==> config.mk <==
export PLATFORM = sky130hd
export DESIGN_NAME = denorm_shift
export DESIGN_NICKNAME = d
export VERILOG_FILES = /design/src/rtl/denorm_shift.sv
export SDC_FILE = /design/constraint.sdc
export NUM_CORES = 1
export LEC_CHECK = 0
export CAP_MARGIN = 20
export CORE_ASPECT_RATIO = 0.6
export CORE_MARGIN = 4
export CORE_UTILIZATION = 49
export CTS_CLUSTER_SIZE = 16
export DETAILED_ROUTE_END_ITERATION = 8
export MAX_ROUTING_LAYER = met4
export PLACE_DENSITY = 0.83
export SLEW_MARGIN = 5
export SYNTH_ARGS = -nofsm -noshare
export SYNTH_HDL_FRONTEND = slang
export SYNTH_SLANG_ARGS = --single-unit
export TNS_END_PERCENT = 10
==> constraint.sdc <==
create_clock -name clk -period 4.3 [get_ports clk]
set_input_delay 0.86 -clock clk [delete_from_list [all_inputs] [get_ports clk]]
set_output_delay 0.86 -clock clk [all_outputs]
set_load 0.005 [all_outputs]
==> src/rtl/denorm_shift.sv <==
// denorm_shift: sequential inverse of the fixed-point normalizer.
// Restores scale by left-shifting a normalized mantissa one bit per cycle,
// saturating to all-ones when a shift would push a set bit out of the top.
module denorm_shift #(
  parameter int WIDTH     = 16,
  parameter int SHW       = 5,
  parameter int MAX_SHIFT = 8
) (
  input  logic             clk,
  input  logic             rst,
  input  logic             in_valid,
  output logic             in_ready,
  input  logic [WIDTH-1:0] in_d,
  input  logic [SHW-1:0]   in_i,
  output logic             out_valid,
  input  logic             out_ready,
  output logic [WIDTH-1:0] out_y,
  output logic             out_sat,
  output logic             out_clip,
  output logic             busy
);

  localparam logic [SHW-1:0] MAXS = SHW'(MAX_SHIFT);

  typedef enum logic [1:0] {IDLE, SHIFT, DONE} state_t;

  state_t           state, state_n;
  logic [WIDTH-1:0] acc, acc_n;
  logic [SHW-1:0]   cnt, cnt_n;
  logic             sat, sat_n;
  logic             clip, clip_n;

  // Next-state, accept and shift/saturate datapath
  always_comb begin
    state_n = state;
    acc_n   = acc;
    cnt_n   = cnt;
    sat_n   = sat;
    clip_n  = clip;
    case (state)
      IDLE: begin
        if (in_valid) begin
          acc_n = in_d;
          sat_n = 1'b0;
          if (in_i > MAXS) begin
            cnt_n  = MAXS;
            clip_n = 1'b1;
          end else begin
            cnt_n  = in_i;
            clip_n = 1'b0;
          end
          state_n = (cnt_n == '0) ? DONE : SHIFT;
        end
      end
      SHIFT: begin
        if (acc[WIDTH-1]) begin
          // Next shift would lose a set bit: saturate and drop remaining count
          acc_n   = '1;
          sat_n   = 1'b1;
          state_n = DONE;
        end else begin
          acc_n = {acc[WIDTH-2:0], 1'b0};
          cnt_n = cnt - 1'b1;
          if (cnt == SHW'(1)) state_n = DONE;
        end
      end
      DONE: begin
        if (out_ready) state_n = IDLE;
      end
      default: state_n = IDLE;
    endcase
  end

  // State and datapath registers with synchronous reset
  always_ff @(posedge clk) begin
    if (rst) begin
      state <= IDLE;
      acc   <= '0;
      cnt   <= '0;
      sat   <= 1'b0;
      clip  <= 1'b0;
    end else begin
      state <= state_n;
      acc   <= acc_n;
      cnt   <= cnt_n;
      sat   <= sat_n;
      clip  <= clip_n;
    end
  end

  assign in_ready  = (state == IDLE) && !rst;
  assign busy      = (state != IDLE);
  assign out_valid = (state == DONE);
  assign out_y     = acc;
  assign out_sat   = sat;
  assign out_clip  = clip;

endmodule

Word-level counts from Yosys, hierarchy flattened
Cells that the tools add are included.
- $add $sub $neg: 1
- magnitude comparators: 1
- equal/unequal tests: 8
- multiplexer cells: 19
- reduce and logical (&&, ||, !) cells: 11
- operators by type and width (kind ; count):
    two-way mux 16 bit ; 2
    case mux 16 bit (2 select lines) ; 1
    two-way mux 5 bit ; 5
    two-way mux 2 bit ; 5
    case mux 5 bit (2 select lines) ; 1
    AND reduction 3 bit ; 3
    != test 2 bit (second input constant) ; 3
    case mux 2 bit (3 select lines) ; 1
    == test 5 x 1 -> 1 bit (second input constant) ; 1
    greater-than comparator 5 x 4 -> 1 bit (second input constant) ; 1
    zero test 5 bit ; 1
    subtractor 5 x 1 -> 5 bit (second input constant) ; 1
    AND reduction 2 bit ; 2
    nonzero test 2 bit ; 2
    two-way mux 1 bit ; 3
    != test 3 bit (second input constant) ; 1
    == test 2 x 1 -> 1 bit (second input constant) ; 1
    == test 2 bit (second input constant) ; 1
    zero test 2 bit ; 1
    != test 2 x 1 -> 1 bit (second input constant) ; 1
    case mux 1 bit (2 select lines) ; 1
    logical AND 1 bit ; 1
    zero test 1 bit ; 1
- register bits after elaboration: 25
- input port bits: 25
- output and inout bits: 21
- word-level logic and storage cells: 45

Logic depth before layout (Yosys ltp)
- word-level depth: 8
- gate-level depth with buffers: 6
- mapped depth without buffers: 5

Worst setup path before layout
Ideal clock, no wire load.
- path type: input to output
- start point: input rst
- end point: output in_ready
- arrival time: 1.224 ns
- data required time: 3.440 ns
- path slack: 2.216 ns
- cell stages on the path: 2
- path buffers: 1
- cells stage by stage: clkbuf_1 > nor2_1
- word-level cells in the longest chain between the ends: 2
- ends and longest elaborated chain (what ; line ; source):
    start, declared ; 10 ; input logic rst,
    zero test 1 bit ; 91 ; assign in_ready = (state == IDLE) && !rst;
    logical AND 1 bit ; 91 ;
    end, declared ; 12 ; output logic in_ready,
Every way passes these cells.

Worst setup path in the final report
Ends and elaborated chain as after synthesis.

==> run metrics <==
status=complete, no violations; initial antenna violation count=0; largest net degree at the start of global routing=30; Required @ worst endpoint=3.44 ns; FILL cells=~210; vias per inst=6.162; max-cap violation count=0; RSZ-0062 raised after global routing=no; Rel. slew slack=0.5334; CTS tree=done; # DRC=0; synthesized instance count=169; clk_lat worst skew=0.28 ns; total clock buffers created by CTS=3; Final setup viols=0; Pre-antenna DRT Iters=4; endpoint of the worst-slack reg-to-reg timing path=state[1]; Met3 Wirelength=326 um; Final #Nets=230; CORE AREA=2628 um^2; Max VDD drop=roughly 0.33 mV; post-CTS resize count=0; CP startpoint=rst; Worst Path Arrival=2.25 ns; commonest non-fill, non-tap cell in the layout=clkdlybuf4s50_1; crit end category=primary output; Final Non-Filler Cells=234; Iter 0 DRT Violations=roughly 130; Final min period=roughly 3.1 ns; Hold Crit Start=cnt[3]; first-pass GRT wire length=6.437 mm; WL per Instance=17.22 um; Hold Path Sink=cnt[3]; r2r startpoint=state[0]; layout cell share with drive strength beyond 1=0.1188; final hold violations=0; Hold Buf Count CTS=0; detailed placement HPWL=between 2 and 3 mm; synth unique cells=41; Util after Layout=0.7200; period utilization=0.7232; full die area=roughly 3800 um^2; most frequent cells in the layout=45 x clkdlybuf4s50_1, 30 x nor2_1, 25 x dfxtp_1, 11 x a22oi_1, 11 x o221a_2; setup TNS=0 ns; Hold Path Class=reg2reg; chip height=49.68 um; fin. max-slew vios=0; Via Count=about 1400; clk_skew=0.009036 ns; Post-synth EDFFs=0; FF-to-FF setup slack=2.17 ns; syn avg cell area=around 8.4 um^2; DR WL met2=1.763 mm; Die Width=77.47 um; grt total ovfl=0; antenna cells=0; Syn-to-layout area delta=33.33%; CP Max Fanout=12; setup bufs post-CTS=0; WHS Path Cells=2; Yosys warning count=0; Setup crit start kind=input port; row count=14; main flop type after synthesis=dfxtp_1; Max Used Layer=met4; post-synthesis cell area=1419 um^2; Initial Util=0.5400; part of the Yosys area used for sequential elements=0.3527; slew at the pin with the worst max-slew slack=0.6998 ns; FF+latch count, synth=25; vias in the first global route=1318; H-tree depth=1; syn_nets=196; Placer Congestion=0.8921; Crit Path Category=in2out; clk slew on worst S/H paths=0.09 ns; clk sinks=25; ANT nets after route=0; root buf cell=clkbuf_8; Total Wirelength=between 4 and 5 mm; async set-or-reset flop fraction in the synthesized netlist=0; # IOs=46; f_max=0.3216 GHz; Cell Count Post-Placement=230; Clock Path Buffers=2; IO Port Bufs=45; R2R cell count=4; Final Power=1244 uW; total power per unit cell area=657.6 nW/um^2; WL met1=around 1.9 mm; total global-route track usage=0.2127; P_leak=roughly 0.00071 uW; Hold WS=0.5123 ns
## per-layer routing
layer	track usage	vias to the layer above
met5	-	-
met4	0.03846	0
met3	0.05636	4
met2	0.3052	67
met1	0.3013	683
li1	-	688
## Yosys cell counts (all sizes together) (2+ instances only)
library cell,count,area share
o21ba,2,0.014
nor3b,4,0.021
o221a,11,0.087
ha,2,0.018
nand2b,3,0.013
nand2,4,0.011
nor2b,3,0.013
clkbuf,10,0.026
a221oi,3,0.019
buf,8,0.029
or3b,3,0.019
or2,2,0.0088
inv,6,0.016
o2bb2ai,4,0.025
a211oi,2,0.011
a22oi,11,0.058
dfxtp,25,0.35
o21ai,9,0.032
o32ai,4,0.035
or3,2,0.0088
a21oi,9,0.032
nor2,30,0.079
## how the worst max path moves through the flow
stage,end,slack [ns],cells past startpoint
floorplan,in_ready,2.22,2
global placement,in_ready,1.23,3
detailed placement,in_ready,1.22,3
CTS,in_ready,1.19,3
global route,in_ready,1.14,3
finish,in_ready,1.19,3
## sequential cells by signal (all words and copies together), names as in the netlist
signal,count
cnt,5
out_clip,1
out_sat,1
out_y,16
state,2
## worst max-delay path, cell delays in order
cell,delay [ns]
clkdlybuf4s50_1,0.67
nor2_1,0.20
clkdlybuf4s50_1,0.52
## per-stage QoR
step / area, um^2 / setup slack, ns
6_report: 1892 / 1.190
3_3_place_gp: 1846 / 1.227
5_1_grt: 1892 / 1.141
4_1_cts: 1892 / 1.194
3_5_place_dp: 1846 / 1.218
2_1_floorplan: 1419 / 2.216
## cell type report
class,count,area (um^2),area share
clock inverters,1,5.005,0.002646
repair buffers,47,465.4,0.2460
well taps,32,40.04,0.02116
multi-input cells,120,817.0,0.4319
clock buffers,3,41.29,0.02183
flip-flops and latches,25,500.5,0.2646
inverters,6,22.52,0.01190
## cells by family after synthesis
logic type	Yosys count	synth area share
compound gates	60	0.3422
simple gates	55	0.1949
flops	25	0.3527
buf+inv	24	0.07143
mux	2	0.01499
fa+ha+maj	2	0.01763
xor+xnor	1	0.006174
## where the power goes
part | total (uW) | leakage, uW | switching [uW] | internal, uW
Combinational | 669 | 0.000477 | 302 | 367
Clock | 144 | 0.0000255 | 78.8 | 65.0
Sequential | 431 | 0.000207 | 109 | 322
Total | 1240 | 0.000709 | 490 | 754
(Power assumes the default switching activity.)
